===== config.mk =====
export PLATFORM = sky130hd
export DESIGN_NAME = demux2_20_buf
export DESIGN_NICKNAME = d
export VERILOG_FILES = /design/src/rtl/demux2_20_buf.sv
export SDC_FILE = /design/constraint.sdc
export NUM_CORES = 1
export LEC_CHECK = 0
export ABC_CLOCK_PERIOD_IN_PS = 1800
export CORE_MARGIN = 3
export CORE_UTILIZATION = 41
export CTS_CLUSTER_SIZE = 8
export DETAILED_ROUTE_END_ITERATION = 16
export PLACE_DENSITY = 0.78
export SYNTH_ARGS = -nofsm -noshare
export SYNTH_HDL_FRONTEND = slang
export SYNTH_SLANG_ARGS = --single-unit

===== constraint.sdc =====
create_clock -name clk -period 1.8 [get_ports clk]
set_input_delay 0.36 -clock clk [delete_from_list [all_inputs] [get_ports clk]]
set_output_delay 0.36 -clock clk [all_outputs]
set_load 0.01 [all_outputs]

===== src/rtl/demux2_20_buf.sv =====
// Pair writer for a 10-entry sample bank: fills slots 0..4 with (in1,in2) pairs,
// then holds the complete frame until the consumer acknowledges it.
module demux2_20_buf #(
    parameter int unsigned WIDTH = 5
) (
    input  logic             clk,
    input  logic             rst,
    input  logic             flush,
    input  logic             in_valid,
    output logic             in_ready,
    input  logic [WIDTH-1:0] in1,
    input  logic [WIDTH-1:0] in2,
    output logic [2:0]       wr_sel,
    output logic             frame_valid,
    input  logic             frame_ack,
    output logic [WIDTH-1:0] out_0,
    output logic [WIDTH-1:0] out_1,
    output logic [WIDTH-1:0] out_2,
    output logic [WIDTH-1:0] out_3,
    output logic [WIDTH-1:0] out_4,
    output logic [WIDTH-1:0] out_5,
    output logic [WIDTH-1:0] out_6,
    output logic [WIDTH-1:0] out_7,
    output logic [WIDTH-1:0] out_8,
    output logic [WIDTH-1:0] out_9
);

    typedef enum logic [0:0] {StFill, StHold} state_t;

    state_t           state_q, state_d;
    logic [2:0]       sel_q, sel_d;
    logic             fv_q, fv_d;
    logic [2:0]       slot;
    logic             accept;
    logic [WIDTH-1:0] bank_q [10];

    assign in_ready = (state_q == StFill);
    assign accept   = in_valid && in_ready && !flush;
    // Out-of-range selector values are treated as slot 0.
    assign slot     = (sel_q > 3'd4) ? 3'd0 : sel_q;

    always_comb begin
        state_d = state_q;
        sel_d   = sel_q;
        fv_d    = fv_q;
        if (flush) begin
            state_d = StFill;
            sel_d   = 3'd0;
            fv_d    = 1'b0;
        end else begin
            unique case (state_q)
                StFill: begin
                    if (accept) begin
                        if (slot == 3'd4) begin
                            sel_d   = 3'd0;
                            state_d = StHold;
                            fv_d    = 1'b1;
                        end else begin
                            sel_d = slot + 3'd1;
                        end
                    end
                end
                StHold: begin
                    if (frame_ack) begin
                        state_d = StFill;
                        fv_d    = 1'b0;
                    end
                end
                default: begin
                    state_d = StFill;
                    sel_d   = 3'd0;
                    fv_d    = 1'b0;
                end
            endcase
        end
    end

    always_ff @(posedge clk or posedge rst) begin
        if (rst) begin
            state_q <= StFill;
            sel_q   <= 3'd0;
            fv_q    <= 1'b0;
        end else begin
            state_q <= state_d;
            sel_q   <= sel_d;
            fv_q    <= fv_d;
        end
    end

    always_ff @(posedge clk or posedge rst) begin
        if (rst) begin
            for (int k = 0; k < 10; k++) begin
                bank_q[k] <= '0;
            end
        end else if (accept) begin
            bank_q[{slot, 1'b0}] <= in1;
            bank_q[{slot, 1'b1}] <= in2;
        end
    end

    assign wr_sel      = sel_q;
    assign frame_valid = fv_q;
    assign out_0       = bank_q[0];
    assign out_1       = bank_q[1];
    assign out_2       = bank_q[2];
    assign out_3       = bank_q[3];
    assign out_4       = bank_q[4];
    assign out_5       = bank_q[5];
    assign out_6       = bank_q[6];
    assign out_7       = bank_q[7];
    assign out_8       = bank_q[8];
    assign out_9       = bank_q[9];

endmodule


==> results.md <==
- Sequential fraction of the synthesis area: 61.25%
- Placed Instances: between 200 and 300
- Comb pwr share: 30.8%
- Top routing layer in use: met4
- Die footprint: 6405 µm²
- Vias: 1485
- Core Rows: 26
- Vias per cell: 4.885
- Area of the mapped netlist: between 2000 and 2500 µm²
- Internal power: ~2.6 mW
- Area after DPL: roughly 3100 µm²
- CTS H-tree lvls: 2
- Number of global-route vias before repair: between 1500 and 2000
- Wire length on met3: ~420 µm
- WL/cell: between 15 and 20 µm
- Worst path cell trace: buf_4 -> clkdlybuf4s50_1
- Critical Path Max Stage Delay: ~0.47 ns
- Post-Syn Instances: approximately 140
- Commonest non-fill, non-tap cell in the layout: clkdlybuf4s50_1
- Worst setup margin: between 0.08 and 0.09 ns
- Critical path class: register to output pin
- Num CTS Buffers: 5
- CTS tree: yes
- Setup crit start kind: register
- Tot Pwr: between 3 and 4 mW
- YS warnings: 0
- Core region area: 5205 µm²
- # IOs: 70
- Pre-antenna DRT Iters: 3
- Root buffer cell: clkbuf_8
- Syn-to-layout area delta: 45.82%
- Syn_nets: 160
- Worst r2r src: wr_sel[0]$_DFFE_PP0P_
- Clock Pin Slew Worst Setup and Hold Paths: around 0.10 ns
- DRC Markers: 0
- Flop pwr share: around 46%
- Starting Density: a little over two fifths
- Max-slew violations: 0
- Largest net degree at the start of global routing: 56
- Post-layout net count: 250
- Worst slack, placed: -0.2716 ns
- Non-filler cells, final: 304
- Maximum vdd drop: approximately 650 µV
- Clk_skew: 0.01485 ns
- Final min period: between 1.5 and 2 ns
- Post-Syn Area per Cell: approximately 16 µm²
- P_sw: between 0.9 and 1 mW
- Maximum fanout along the worst path: 3
- Max frequency: 582.1 MHz
- Inserted Diodes: 0
- Status: completed
- Pleak: 1.494 nW
- Die width: approximately 80 µm
- Final instance area: around 3300 µm²
- Cell Pwr Density: roughly 1100 nW/µm²
- Post-Route WL: roughly 5000 µm
- GRT Total Usage: roughly 17%
- Critical path endpoint category: output pin
- Worst skew pair latency: between 0.3 and 0.4 ns
- Final Setup Violations: 0
- DRT met1 WL: roughly 2200 µm
- Crit path launch: wr_sel[0]$_DFFE_PP0P_
- Routed met2 length: 2313 µm
- Global route total overflow: 0
- Fin. Hold Viols: 0
- Clk buf depth: 2
- Initial antenna violation count: 0
- Cell variety after synth: 26
- Gpl congestion: approximately 0.83
- Most frequent cells in the layout: 67 x clkdlybuf4s50_1, 52 x dfrtp_1, 42 x mux2_2, 17 x buf_4, 8 x mux2_4
- Global-route wire length before repair: ~8300 µm
- Arrival time at the worst endpoint: ~1.4 ns
- Total clock sinks: between 50 and 60
- Period utilisation layout: between 90% and 100%
- Number of max-cap violations: 0
- Register bit total from synthesis: 55
- Placed wire-length estimate: approximately 3700 µm
- RSZ-0062 raised after global routing: no
- Clock power share: roughly a quarter
- Worst slew pin tran: about 0.3 ns
- ANT nets after route: 0
- Hold/Removal Path Class: primary input to async pin
- Slowest cell on the critical path: clkdlybuf4s50_1
- Die Y: 80.03 µm
- Normalized max-slew margin: between 70% and 80%
- Share of cells above drive strength 1: between 30% and 40%
- Worst Path Required: 1.44 ns
- Switching Fraction: roughly a quarter
- Port-buffer cells: 69
- Iter 0 DRT Violations: 36
==> cell usage after synthesis <==
cell type / count / area share, %
o21ai_2: 1 / 0.39
nand4bb_2: 1 / 0.72
nor3_1: 1 / 0.22
nand2b_4: 1 / 0.61
ha_1: 2 / 1.1
nor2b_1: 1 / 0.28
nor3b_1: 1 / 0.33
nor3b_4: 1 / 0.84
inv_1: 5 / 0.84
buf_6: 1 / 0.50
dfrtp_1: 55 / 61
nand3b_1: 3 / 1.0
nor4_1: 1 / 0.28
nor2_1: 2 / 0.33
buf_2: 3 / 0.67
mux2_4: 8 / 5.3
a21oi_1: 2 / 0.45
o21a_1: 1 / 0.33
mux2i_1: 1 / 0.45
a211oi_1: 1 / 0.33
o21ai_0: 3 / 0.67
o32ai_1: 1 / 0.39
nand3_2: 2 / 0.89
nand2b_1: 2 / 0.56
mux2_2: 42 / 21
nand2_1: 1 / 0.17
==> power by group through the flow <==
stage                     logic, mW  registers [mW]  clock network [mW]
after CTS                      1.10            1.63               0.855
after global placement         1.08            1.64                   0
final                          1.10            1.63               0.836
after floorplan               0.302            1.77                   0
after global routing           1.17            1.66               0.917
after detailed placement       1.09            1.65                   0
==> worst max-delay path, delay by kind of cell, from the launching register on <==
family                 cells  cell delay, ns
buffers and inverters      2            0.62
DFF                        1            0.43
==> area by class of cell <==
cell class | count | area [µm²]
clock inverters | 2 | 35.03
inverters | 5 | 18.77
multi-input cells | 79 | 833.3
well taps | 70 | 87.58
fillers | 410 | 1928
flip-flops and latches | 55 | 1380
repair buffers | 87 | 839.6
clock buffers | 6 | 82.58
==> cell families after synthesis <==
group	Yosys count	share of synthesized area, %
buffers and inverters	9	2.004
adders and majority gates	2	1.113
DFF	55	61.25
and+or+nand+nor	17	6.236
AOI/OAI and AO/OA	9	2.561
muxes	51	26.84
==> worst paths after layout <==
| check | cells after the start | endpoint | slack [ns] |
|---|---|---|---|
| worst min register to register | 1 | out_5[1]$_DFFE_PP0P_ | 0.51 |
| worst max register to register | 5 | out_1[4]$_DFFE_PP0P_ | 0.22 |
| max in group asynchronous | 3 | wr_sel[2]$_DFFE_PP0P_ | 1.13 |
| worst max-delay path | 2 | wr_sel[0] | 0.08 |
| min in group clk | 1 | out_5[1]$_DFFE_PP0P_ | 0.51 |
| worst min-delay path | 3 | wr_sel[0]$_DFFE_PP0P_ | 0.42 |
==> per-stage QoR <==
stage	utilization (%)	TNS, ns	hold WS (ns)
5_1_grt	62.96	0	0.4291
6_report	62.96	0	0.4162
4_1_cts	62.33	0	0.4305
3_5_place_dp	60.02	-6.103	0.4920
3_3_place_gp	60.02	-5.987	0.4862
2_1_floorplan	-	0	0.4231
==> per-layer routing <==
metal	vias up	track usage, %
li1	686	-
met1	749	22.25
met2	40	25.58
met3	10	8.126
met4	0	5.236
met5	-	0
==> registers in the layout, indices dropped and copies added (netlist names), 3 cells and up <==
signal,count
wr_sel,3
out_3,5
out_2,5
out_0,5
out_1,5
out_8,5
out_6,5
out_4,5
out_7,5
out_9,5
out_5,5
==> what timing repair did <==
action,4_1_cts,5_1_grt
gates resized for setup,4,2
hold buffers,0,0
pin swaps,0,0
setup buffers,0,3
endpoints found under the setup margin,3,10
cloned,0,0
Power figures use the tool's default switching activity.
